===== src/rtl/led_scan_frame_decoder_if.sv =====
// ---------------------------------------------------------------------------
// led_scan_frame_decoder_if
//
// Purpose:
//   Bundles the scan-word input stream, the random-access read port and the
//   per-frame status outputs of led_scan_frame_decoder. The signal names match
//   the decoder's documented pin names.
//
// Signals:
//   SAMPLE      single-cycle strobe, LEDin valid in that cycle
//   LEDin[9:0]  scan word: [9:8] colour, [7] unused, [6:0] pixel index y*8+x
//   RD_ADDR     read pixel index
//   RD_DATA     colour at RD_ADDR in the display buffer (1-cycle latency)
//   FRAME_DONE  one-cycle pulse after a frame commit
//   BALL_VALID  committed frame contained a ball word
//   BALL_X/Y    position of the last ball word of the committed frame
//   CONFLICT    committed frame had a colour clash on one pixel
//   ERR_CNT     saturating count of reserved-colour words
//   STALE       no SAMPLE seen for TIMEOUT cycles
//
// Modports:
//   master  game core / checker side (drives SAMPLE, LEDin, RD_ADDR)
//   slave   decoder side
// ---------------------------------------------------------------------------
interface led_scan_frame_decoder_if;
    logic       SAMPLE;
    logic [9:0] LEDin;
    logic [6:0] RD_ADDR;
    logic [1:0] RD_DATA;
    logic       FRAME_DONE;
    logic       BALL_VALID;
    logic [2:0] BALL_X;
    logic [3:0] BALL_Y;
    logic       CONFLICT;
    logic [7:0] ERR_CNT;
    logic       STALE;

    modport master (
        output SAMPLE, LEDin, RD_ADDR,
        input  RD_DATA, FRAME_DONE, BALL_VALID, BALL_X, BALL_Y,
               CONFLICT, ERR_CNT, STALE
    );

    modport slave (
        input  SAMPLE, LEDin, RD_ADDR,
        output RD_DATA, FRAME_DONE, BALL_VALID, BALL_X, BALL_Y,
               CONFLICT, ERR_CNT, STALE
    );
endinterface


===== src/rtl/led_scan_frame_decoder.sv =====
// ---------------------------------------------------------------------------
// led_scan_frame_decoder
//
// Purpose:
//   Receives the time-multiplexed 10-bit LED scan words (one pixel per slot)
//   and rebuilds an 8x16 frame of 2-bit colours in a build buffer. After
//   FRAME_SLOTS words the build buffer is committed to the display buffer in
//   one edge, together with the frame's ball position and conflict status.
//   The display buffer is read through a registered random-access port.
//   A saturating error counter tracks reserved-colour words, and an idle
//   counter flags a link that has stopped sending.
//
// Colour coding: 00 blank, 01 ball, 10 bar, 11 reserved (counted, not drawn).
//
// Ports:
//   CLK   system clock
//   RSTn  synchronous active-low reset; clears both buffers, all counters,
//         latches and outputs, and discards any partial frame
//   bus   led_scan_frame_decoder_if.slave (see interface header)
//
// Parameters:
//   FRAME_SLOTS  scan slots per frame (7-bit slot counter)
//   TIMEOUT      idle cycles without SAMPLE before STALE (23-bit counter)
// ---------------------------------------------------------------------------
module led_scan_frame_decoder #(
    parameter int FRAME_SLOTS = 128,
    parameter int TIMEOUT     = 4000000
) (
    input logic                      CLK,
    input logic                      RSTn,
    led_scan_frame_decoder_if.slave  bus
);

    localparam int SLOT_W = 7;
    localparam int IDLE_W = 23;

    localparam logic [SLOT_W-1:0] LAST_SLOT = SLOT_W'(FRAME_SLOTS - 1);
    localparam logic [IDLE_W-1:0] IDLE_MAX  = IDLE_W'(TIMEOUT);

    typedef enum logic [1:0] {
        COL_BLANK = 2'b00,
        COL_BALL  = 2'b01,
        COL_BAR   = 2'b10,
        COL_RSVD  = 2'b11
    } colour_e;

    typedef logic [FRAME_SLOTS-1:0][1:0] frame_t;

    // ------------------------------------------------------------------
    // State
    // ------------------------------------------------------------------
    frame_t              build_q,        build_d;
    frame_t              display_q,      display_d;
    logic [SLOT_W-1:0]   slot_q,         slot_d;
    logic [IDLE_W-1:0]   idle_q,         idle_d;

    // Per-frame latches, accumulated while the frame is being built.
    logic                conflict_lat_q, conflict_lat_d;
    logic                ball_seen_q,    ball_seen_d;
    logic [2:0]          ball_x_lat_q,   ball_x_lat_d;
    logic [3:0]          ball_y_lat_q,   ball_y_lat_d;

    // Registered outputs.
    logic [1:0]          rd_data_q,      rd_data_d;
    logic                frame_done_q,   frame_done_d;
    logic                conflict_q,     conflict_d;
    logic                ball_valid_q,   ball_valid_d;
    logic [2:0]          ball_x_q,       ball_x_d;
    logic [3:0]          ball_y_q,       ball_y_d;
    logic [7:0]          err_cnt_q,      err_cnt_d;
    logic                stale_q,        stale_d;

    // ------------------------------------------------------------------
    // Word decode
    // ------------------------------------------------------------------
    colour_e             col;
    logic [6:0]          idx;
    logic [1:0]          cur;
    logic                unused_led_bit;

    assign col            = colour_e'(bus.LEDin[9:8]);
    assign idx            = bus.LEDin[6:0];
    assign unused_led_bit = bus.LEDin[7];

    // ------------------------------------------------------------------
    // Next-state logic
    // ------------------------------------------------------------------
    // NOTE: every variable gets its hold value first, so no path through the
    // block leaves one unassigned and no latch is inferred.
    always_comb begin
        build_d        = build_q;
        display_d      = display_q;
        slot_d         = slot_q;
        conflict_lat_d = conflict_lat_q;
        ball_seen_d    = ball_seen_q;
        ball_x_lat_d   = ball_x_lat_q;
        ball_y_lat_d   = ball_y_lat_q;
        conflict_d     = conflict_q;
        ball_valid_d   = ball_valid_q;
        ball_x_d       = ball_x_q;
        ball_y_d       = ball_y_q;
        err_cnt_d      = err_cnt_q;
        frame_done_d   = 1'b0;
        cur            = build_q[idx];

        // Read-before-write: the read always sees the current display, so on
        // a commit edge it returns the old frame.
        rd_data_d      = display_q[bus.RD_ADDR];

        if (bus.SAMPLE) begin
            // NOTE: blocking assignments here are deliberate; the commit below
            // must see the build buffer and latches with this word merged in.
            case (col)
                COL_BALL, COL_BAR: begin
                    if (cur == COL_BLANK) begin
                        build_d[idx] = col;
                    end else if (cur != col) begin
                        // Ball and bar on one pixel: bar wins, record clash.
                        build_d[idx]   = COL_BAR;
                        conflict_lat_d = 1'b1;
                    end
                    if (col == COL_BALL) begin
                        ball_seen_d  = 1'b1;
                        ball_x_lat_d = idx[2:0];
                        ball_y_lat_d = idx[6:3];
                    end
                end
                COL_RSVD: begin
                    if (err_cnt_q != 8'hFF) begin
                        err_cnt_d = err_cnt_q + 8'd1;
                    end
                end
                COL_BLANK: ;
            endcase

            if (slot_q == LAST_SLOT) begin
                // Commit the merged frame and start a fresh one.
                display_d      = build_d;
                build_d        = '0;
                slot_d         = '0;
                conflict_d     = conflict_lat_d;
                ball_valid_d   = ball_seen_d;
                ball_x_d       = ball_seen_d ? ball_x_lat_d : 3'd0;
                ball_y_d       = ball_seen_d ? ball_y_lat_d : 4'd0;
                conflict_lat_d = 1'b0;
                ball_seen_d    = 1'b0;
                ball_x_lat_d   = 3'd0;
                ball_y_lat_d   = 4'd0;
                frame_done_d   = 1'b1;
            end else begin
                slot_d = slot_q + 1'b1;
            end
        end
    end

    // Idle counter saturates at TIMEOUT; STALE follows the counter reaching
    // it, so a SAMPLE cycle clears both on the same edge. The partial frame
    // is untouched by staleness.
    always_comb begin
        if (bus.SAMPLE) begin
            idle_d = '0;
        end else if (idle_q == IDLE_MAX) begin
            idle_d = idle_q;
        end else begin
            idle_d = idle_q + 1'b1;
        end
        stale_d = (idle_d == IDLE_MAX);
    end

    // ------------------------------------------------------------------
    // State registers
    // ------------------------------------------------------------------
    // NOTE: the frame buffers are flops, not RAM, because reset must blank
    // every pixel of both buffers in a single edge.
    always_ff @(posedge CLK) begin
        if (!RSTn) begin
            build_q        <= '0;
            display_q      <= '0;
            slot_q         <= '0;
            idle_q         <= '0;
            conflict_lat_q <= 1'b0;
            ball_seen_q    <= 1'b0;
            ball_x_lat_q   <= 3'd0;
            ball_y_lat_q   <= 4'd0;
            rd_data_q      <= 2'b00;
            frame_done_q   <= 1'b0;
            conflict_q     <= 1'b0;
            ball_valid_q   <= 1'b0;
            ball_x_q       <= 3'd0;
            ball_y_q       <= 4'd0;
            err_cnt_q      <= 8'd0;
            stale_q        <= 1'b0;
        end else begin
            build_q        <= build_d;
            display_q      <= display_d;
            slot_q         <= slot_d;
            idle_q         <= idle_d;
            conflict_lat_q <= conflict_lat_d;
            ball_seen_q    <= ball_seen_d;
            ball_x_lat_q   <= ball_x_lat_d;
            ball_y_lat_q   <= ball_y_lat_d;
            rd_data_q      <= rd_data_d;
            frame_done_q   <= frame_done_d;
            conflict_q     <= conflict_d;
            ball_valid_q   <= ball_valid_d;
            ball_x_q       <= ball_x_d;
            ball_y_q       <= ball_y_d;
            err_cnt_q      <= err_cnt_d;
            stale_q        <= stale_d;
        end
    end

    // ------------------------------------------------------------------
    // Outputs
    // ------------------------------------------------------------------
    assign bus.RD_DATA    = rd_data_q;
    assign bus.FRAME_DONE = frame_done_q;
    assign bus.BALL_VALID = ball_valid_q;
    assign bus.BALL_X     = ball_x_q;
    assign bus.BALL_Y     = ball_y_q;
    assign bus.CONFLICT   = conflict_q;
    assign bus.ERR_CNT    = err_cnt_q;
    assign bus.STALE      = stale_q;

endmodule


===== src/flat_wrapper.sv =====
// flat-port wrapper written by rule: the top's interface ports become plain ports
module led_scan_frame_decoder_flat 
#(
    parameter int FRAME_SLOTS = 128,
    parameter int TIMEOUT     = 4000000
)
  (CLK, RSTn, bus_SAMPLE, bus_LEDin, bus_RD_ADDR, bus_RD_DATA, bus_FRAME_DONE, bus_BALL_VALID, bus_BALL_X, bus_BALL_Y, bus_CONFLICT, bus_ERR_CNT, bus_STALE);
  led_scan_frame_decoder_if bus_i ();
  input logic CLK;
  input logic RSTn;
  input wire logic [$bits(bus_i.SAMPLE)-1:0] bus_SAMPLE;
  input wire logic [$bits(bus_i.LEDin)-1:0] bus_LEDin;
  input wire logic [$bits(bus_i.RD_ADDR)-1:0] bus_RD_ADDR;
  output wire logic [$bits(bus_i.RD_DATA)-1:0] bus_RD_DATA;
  output wire logic [$bits(bus_i.FRAME_DONE)-1:0] bus_FRAME_DONE;
  output wire logic [$bits(bus_i.BALL_VALID)-1:0] bus_BALL_VALID;
  output wire logic [$bits(bus_i.BALL_X)-1:0] bus_BALL_X;
  output wire logic [$bits(bus_i.BALL_Y)-1:0] bus_BALL_Y;
  output wire logic [$bits(bus_i.CONFLICT)-1:0] bus_CONFLICT;
  output wire logic [$bits(bus_i.ERR_CNT)-1:0] bus_ERR_CNT;
  output wire logic [$bits(bus_i.STALE)-1:0] bus_STALE;
  assign bus_i.SAMPLE = bus_SAMPLE;
  assign bus_i.LEDin = bus_LEDin;
  assign bus_i.RD_ADDR = bus_RD_ADDR;
  assign bus_RD_DATA = bus_i.RD_DATA;
  assign bus_FRAME_DONE = bus_i.FRAME_DONE;
  assign bus_BALL_VALID = bus_i.BALL_VALID;
  assign bus_BALL_X = bus_i.BALL_X;
  assign bus_BALL_Y = bus_i.BALL_Y;
  assign bus_CONFLICT = bus_i.CONFLICT;
  assign bus_ERR_CNT = bus_i.ERR_CNT;
  assign bus_STALE = bus_i.STALE;
  led_scan_frame_decoder #(.FRAME_SLOTS(FRAME_SLOTS), .TIMEOUT(TIMEOUT)) u_core (.CLK(CLK), .RSTn(RSTn), .bus(bus_i));
endmodule

===== config.mk =====
export PLATFORM = sky130hd
export DESIGN_NAME = led_scan_frame_decoder_flat
export DESIGN_NICKNAME = d
export VERILOG_FILES = /design/src/rtl/led_scan_frame_decoder_if.sv /design/src/rtl/led_scan_frame_decoder.sv /design/src/flat_wrapper.sv
export SDC_FILE = /design/constraint.sdc
export NUM_CORES = 2
export LEC_CHECK = 0
export CORE_UTILIZATION = 40
export CTS_CLUSTER_DIAMETER = 30
export DETAILED_ROUTE_END_ITERATION = 10
export PLACE_DENSITY = 0.66
export SYNTH_ARGS = -nofsm -noshare
export SYNTH_HDL_FRONTEND = slang
export SYNTH_SLANG_ARGS = --single-unit
export TNS_END_PERCENT = 20

===== constraint.sdc =====
create_clock -name CLK -period 6.9 [get_ports CLK]
set_clock_uncertainty 0.15 [all_clocks]
set_input_delay 1.035 -clock CLK [delete_from_list [all_inputs] [get_ports CLK]]
set_output_delay 1.035 -clock CLK [all_outputs]
set_load 0.005 [all_outputs]

==> flow_metrics.env <==
export IMPL_synthCells=3386
export IMPL_leakage_nw=12.1
export IMPL_worst_pin_slew_ns=1.38
export IMPL_drv_slew=0
export IMPL_die_w_um=273
export IMPL_wl_per_cell_um=24.5
export IMPL_seq_area_frac_synth_pct=38.9
export IMPL_slowest_stage="nor4b_1"
export IMPL_synth_edff_count=0
export IMPL_seq_area_mm2=0.0115
export IMPL_ir_worst_vdd_uv=236
export IMPL_grt_start_max_net_pins=205
export IMPL_vias_per_cell=6.40
export IMPL_synth_area_mm2=0.0295
export IMPL_final_area_mm2=0.0352
export IMPL_cts_resized=0
export IMPL_cts_htree_levels=4
export IMPL_yosysWarnings=0
export IMPL_period_needed_ns=5.46
export IMPL_cts_hold_buf=0
export IMPL_fmaxAchievable_ghz=0.183
export IMPL_synth_area_leader_cell="dfxtp_1"
export IMPL_drcViolationCount=0
export IMPL_cts_tree="yes"
export IMPL_slowest_delay_ns=1.17
export IMPL_final_nets=3345
export IMPL_m1WireLength_mm=42.5
export IMPL_area_growth_syn_to_layout_pct=19.6
export IMPL_grt_pass1_vias=26414
export IMPL_dr_pass1_iters=6
export IMPL_ios=41
export IMPL_coreArea_mm2=0.0730
export IMPL_start_kind="input pin"
export IMPL_max_cap_violations=0
export IMPL_ys_ff_latch=572
export IMPL_place_congestion=0.967
export IMPL_finalSetupViolCount=0
export IMPL_post_route_period_util_pct=79.1
export IMPL_post_cts_buffers=0
export IMPL_die_area_mm2=0.0747
export IMPL_holdCritPathClass="reg2reg"
export IMPL_worstPathCellList="clkdlybuf4s50_1, buf_4, nor4b_1, buf_4, o211ai_1, nand4_1, or3_1, nand4_1, nand3_4, buf_12, nand4_4, a22o_1, a22o_1"
export IMPL_wl_met3_mm=12.7
export IMPL_clk_latency_ns=0.73
export IMPL_grt_pass1_wl_mm=163
export IMPL_ant_nets=0
export IMPL_root_buffer="clkbuf_16"
export IMPL_dr_max_layer_used="met5"
export IMPL_p_per_area_mw_per_mm2=306
export IMPL_synthTopCellsByCount="dfxtp_1 (572), a21oi_1 (373), o21ai_1 (350)"
export IMPL_ys_async_sr_fraction_pct=0
export IMPL_clockBufferDepth=3
export IMPL_drt_iter0_drc=3563
export IMPL_drive_gt1_share_pct=14.8
export IMPL_rows=99
export IMPL_hold_viol_final=0
export IMPL_setup_tns_ns=0
export IMPL_rsz0062_at_grt="no"
export IMPL_crit_type="in2reg"
export IMPL_end_kind="flip-flop"
export IMPL_cts_made_buffers=137
export IMPL_arrival_ns=5.92
export IMPL_synth_net_count=3413
export IMPL_multi_input_area_mm2=0.0160
export IMPL_ys_flop_type="dfxtp_1"
export IMPL_cts_sinks=572
export IMPL_path_max_fanout=56
export IMPL_avgSynthCellArea_um2=8.70
export IMPL_worstPathRequired_ns=7.37
export IMPL_synthTopCellsByArea="dfxtp_1 (39%), mux4_2 (8.7%), a21oi_1 (6.3%)"
export IMPL_yosysTopAreaCellShare_pct=38.9
export IMPL_dpl_hpwl_mm=62.8
export IMPL_die_y_um=273
export IMPL_gr_total_overflow=0
export IMPL_dr_total_vias=28082
export IMPL_clkSlewWorstSetupHoldPaths_ns=0.05
export IMPL_grt_usage_pct=28.3
export IMPL_antenna_found_initial=5
export IMPL_outcome="completed"
export IMPL_nFillCells=6684
export IMPL_met2_length_mm=46.7
export IMPL_dpl_cell_area_mm2=0.0303
export IMPL_max_slew_margin_pct=6.66
export IMPL_synthDistinctLibCells=66
export IMPL_synth_most_common_cell="dfxtp_1"
export IMPL_wl_mm=108
export IMPL_initial_core_util_pct=40.4
export IMPL_portBuffers=39
worst paths after layout:
check	slack [ns]	cells past startpoint	start	endpoint
setup / recovery	1.44	13	bus_LEDin[4]	u_core.display_q[194]
hold / removal	0.29	2	u_core.display_q[26]	u_core.display_q[26]
setup reg to reg	3.02	10	u_core.build_q[237]	u_core.display_q[233]
hold reg to reg	0.29	2	u_core.display_q[26]	u_core.display_q[26]
registers in the layout, indices dropped and copies added, names as in the netlist:
register,count
u_core.bus.BALL_VALID,1
u_core.bus.BALL_Y,4
u_core.ball_y_lat_q,4
u_core.bus.RD_DATA,2
u_core.build_q,256
u_core.idle_q,23
u_core.bus.ERR_CNT,8
u_core.ball_x_lat_q,3
u_core.ball_seen_q,1
u_core.bus.CONFLICT,1
u_core.bus.FRAME_DONE,1
u_core.bus.BALL_X,3
u_core.conflict_lat_q,1
u_core.bus.STALE,1
u_core.slot_q,7
u_core.display_q,256
cell type report:
cell class,instances,area share (%)
multi-input cells,2347,45.6
flip-flops and latches,572,32.5
clock buffers,172,10.9
well taps,959,3.41
repair buffers,104,3.01
clock inverters,78,2.92
inverters,156,1.66
diodes,3,0.0213
cells by family (layout without fill, tap and decap cells):
group                      count (synthesis)  in the layout  synth area share [%]
AOI/OAI and AO/OA                       1246           1246                  25.8
and+or+nand+nor                          892            892                  15.7
DFF                                      572            572                  38.9
buffers and inverters                    467            510                  7.09
muxes                                    168            168                  11.2
xor gates and xnor gates                  34             34                  1.01
adders and majority gates                  7              7                 0.297
other                                      0              3                     0
layout by cell type (no fill, tap or decap), types with 12 or more instances in the layout:
cell type / instances
a21o_1: 20
a21oi_1: 373
a221oi_2: 20
a22o_1: 134
a22oi_1: 115
buf_12: 16
buf_4: 51
bufinv_16: 16
clkbuf_16: 140
clkbuf_8: 21
clkdlybuf4s50_1: 33
clkinv_2: 22
clkinvlp_4: 12
dfxtp_1: 572
inv_1: 156
mux2_2: 17
mux2i_1: 24
mux4_2: 114
nand2_1: 312
nand2b_1: 118
nand3_1: 25
nand4_1: 130
nand4_4: 17
nor2_1: 184
nor2b_1: 24
o21ai_0: 44
o21ai_1: 349
o22ai_1: 147
xnor2_1: 17
xor2_1: 17
layer usage:
metal	vias to the layer above	global-route usage [%]
met2	1763	41.8
met4	2	15.8
met1	13554	36.9
met3	358	8.18
li1	12405	-
met5	-	0
per-stage QoR:
stage / cells / setup slack (ns) / util, % / total power, W / hold WS [ns]
after floorplan: 3386 / 2.89 / - / 0.00384 / 0.270
after global placement: 4138 / 1.10 / 41.6 / 0.00407 / 0.279
after detailed placement: 4138 / 1.01 / 41.6 / 0.00407 / 0.287
after CTS: 4388 / 1.77 / 48.2 / 0.0108 / 0.296
after global routing: 4389 / 1.45 / 48.3 / 0.0110 / 0.307
final: 4391 / 1.44 / 48.3 / 0.0108 / 0.293
report_power, final:
part	switching, W	internal [W]
sequential	0.00000482	0.00332
clock	0.00215	0.00456
combinational	0.000561	0.000160
critical path, delay by kind of cell:
kind,cells,cell delay [ns]
and+or+nand+nor,6,2.56
buffers and inverters,4,1.68
AOI/OAI and AO/OA,3,0.55
(Power assumes the default switching activity.)
==> patch, RTL diff (same settings) <==
Make the reset (`RSTn`) asynchronous in one clocked block. Comments in the files are not updated.
--- a/src/rtl/led_scan_frame_decoder.sv
+++ b/src/rtl/led_scan_frame_decoder.sv
@@ -172,7 +172,7 @@
     // ------------------------------------------------------------------
     // NOTE: the frame buffers are flops, not RAM, because reset must blank
     // every pixel of both buffers in a single edge.
-    always_ff @(posedge CLK) begin
+    always_ff @(posedge CLK or negedge RSTn) begin
         if (!RSTn) begin
             build_q        <= '0;
             display_q      <= '0;
Function: differs if RSTn is asserted again (counterexample within 4 cycles, from zero or initial values and one cycle with RSTn low); with RSTn held inactive, the same outputs for 4 cycles.
==> patch against the unedited design <==
Sequential cell count stayed put; total power grew 9.8%; sequential share of layout area grew 3.5 points; synthesized area increased by 14%; global-route usage shrank 1.9 points; first-iteration DRC count rose by 9.0%; final area grew 13%; worst setup slack worse by 0.12 ns; routed wire length increased by 5.1%; largest cell class unchanged.
==> patch: results <==
<?xml version="1.0" encoding="UTF-8"?>
<metrics>
  <group name="synthesis">
    <metric name="ys_seq_area_share" unit="%">42.7</metric>
    <metric name="synthFlopType" unit="">sky130_fd_sc_hd__dfrtp_1</metric>
    <metric name="post_synth_main_area_contributors" unit="">sky130_fd_sc_hd__dfrtp_1 (43%), sky130_fd_sc_hd__mux4_2 (8.2%), sky130_fd_sc_hd__o31ai_1 (5.8%), sky130_fd_sc_hd__o2bb2ai_1 (3.3%), sky130_fd_sc_hd__clkbuf_1 (3.2%)</metric>
    <metric name="yosys-top-cells-count" unit="">sky130_fd_sc_hd__dfrtp_1 (572), sky130_fd_sc_hd__clkbuf_1 (283), sky130_fd_sc_hd__nand2_1 (274)</metric>
    <metric name="postSynthNetCount" unit="">3469</metric>
    <metric name="yosysUniqueCellTypes" unit="">65</metric>
    <metric name="asyncSetResetFlopFracSynth" unit="%">100</metric>
  </group>
  <group name="place">
    <metric name="place.gp.congestion" unit="">0.920</metric>
    <metric name="dpl_worst_slack" unit="ns">0.887</metric>
    <metric name="post_dp_cell_area" unit="um2">34500</metric>
    <metric name="portBuffers" unit="">39</metric>
    <metric name="hpwlAfterDp" unit="um">63800</metric>
  </group>
  <group name="worst_setup_path">
    <metric name="crit_path_max_fanout" unit="">50</metric>
    <metric name="critical_path_arrival" unit="ns">6.07</metric>
  </group>
  <group name="cts">
    <metric name="cts_made_buffers" unit="">145</metric>
    <metric name="cts.repair_timing.setup_buffer_count" unit="">0</metric>
    <metric name="cts_max_level" unit="">4</metric>
    <metric name="total_of_cells_resized_after_clock_tree_synthesis" unit="">0</metric>
    <metric name="clock_latency" unit="ns">0.74</metric>
  </group>
  <group name="grt">
    <metric name="vias_in_the_first_global_route" unit="">28900</metric>
    <metric name="global_route.usage.total" unit="%">26.4</metric>
    <metric name="grt_max_degree" unit="">199</metric>
    <metric name="initial_antenna_violation_count" unit="">9</metric>
    <metric name="grt_first_pass_wirelength" unit="um">176000</metric>
  </group>
  <group name="detailed_routing">
    <metric name="first_iter_violations" unit="">3883</metric>
    <metric name="finalWirelength" unit="um">113000</metric>
    <metric name="num_vias" unit="">30300</metric>
  </group>
  <group name="run_status">
    <metric name="outcome" unit="">complete, no violations</metric>
  </group>
  <group name="pwr">
    <metric name="p_leak" unit="uW">0.0158</metric>
    <metric name="max-vdd-ir-drop" unit="mV">0.259</metric>
  </group>
  <group name="worst_hold_path">
    <metric name="hold_path_class" unit="">in2async</metric>
  </group>
  <group name="finish">
    <metric name="fill_cell_count" unit="">7465</metric>
    <metric name="layout-drive-gt1-share" unit="%">14.9</metric>
    <metric name="num-nets-final" unit="">3365</metric>
  </group>
  <group name="sta">
    <metric name="tightest_slew" unit="ns">1.21</metric>
  </group>
</metrics>
patch: power breakdown:
part | total (uW) | switching [uW] | internal [uW]
clock network | 7280 | 2170 | 5110
registers | 3570 | 99.5 | 3470
logic | 970 | 674 | 296
patch: kinds of logic (layout without fill, tap and decap cells):
kind of cell	after synthesis	in the layout	synth area share, %
other cells	0	3	0
flops	572	572	42.7
mux	180	180	9.98
xor+xnor	33	33	0.862
buf+inv	631	648	8.16
fa+ha+maj	7	7	0.261
simple gates	890	890	12.7
compound gates	1129	1129	25.4
patch: final timing paths:
path,slack [ns],to,startpoint
setup / recovery,1.32,u_core.build_q[119],bus_LEDin[3]
max in group asynchronous,5.00,u_core.build_q[85],RSTn
hold reg to reg,0.31,u_core.bus.BALL_VALID,u_core.bus.BALL_VALID
min in group CLK,0.31,u_core.bus.BALL_VALID,u_core.bus.BALL_VALID
hold / removal,0.17,u_core.slot_q[5],RSTn
setup reg to reg,2.62,u_core.build_q[119],u_core.build_q[68]
patch: per-stage QoR:
step / cells / total power (uW) / hold WS [ns] / utilization (%)
after global placement: 4261 / 4550 / 0.306 / 41.8
after detailed placement: 4261 / 4560 / 0.308 / 41.8
after floorplan: 3442 / 4170 / 0.293 / -
after CTS: 4529 / 11800 / 0.178 / 48.2
after global routing: 4530 / 12100 / 0.208 / 48.2
final: 4532 / 11800 / 0.168 / 48.2
patch: per-layer routing:
layer	part of all wire (%)	vias up	GRT usage, %
met3	10	301	6.82
met2	45	1737	39.0
li1	-	13100	-
met1	41	15200	36.3
met4	3.7	10	11.8
met5	0.055	-	0
patch: area by class of cell:
cell class	instances	area, um2	share of cell area (%)
inverters	247	935	2.35
flip-flops and latches	572	14300	36.0
clock buffers	188	4070	10.2
repair buffers	133	1340	3.36
multi-input cells	2239	16600	41.7
clock inverters	80	1170	2.95
diodes	3	7.51	0.0189
well taps	1070	1340	3.37
patch: critical path: stages:
cell and delay, ns:
sky130_fd_sc_hd__clkdlybuf4s50_1 0.90, sky130_fd_sc_hd__nand3_1 0.80, sky130_fd_sc_hd__nor2_1 0.09, sky130_fd_sc_hd__or4_1 0.51, sky130_fd_sc_hd__nor3_1 0.57, sky130_fd_sc_hd__or4_4 0.32, sky130_fd_sc_hd__buf_4 0.49, sky130_fd_sc_hd__buf_4 0.73
sky130_fd_sc_hd__nor4_1 0.15, sky130_fd_sc_hd__o21ai_0 0.26, sky130_fd_sc_hd__o2bb2ai_1 0.14
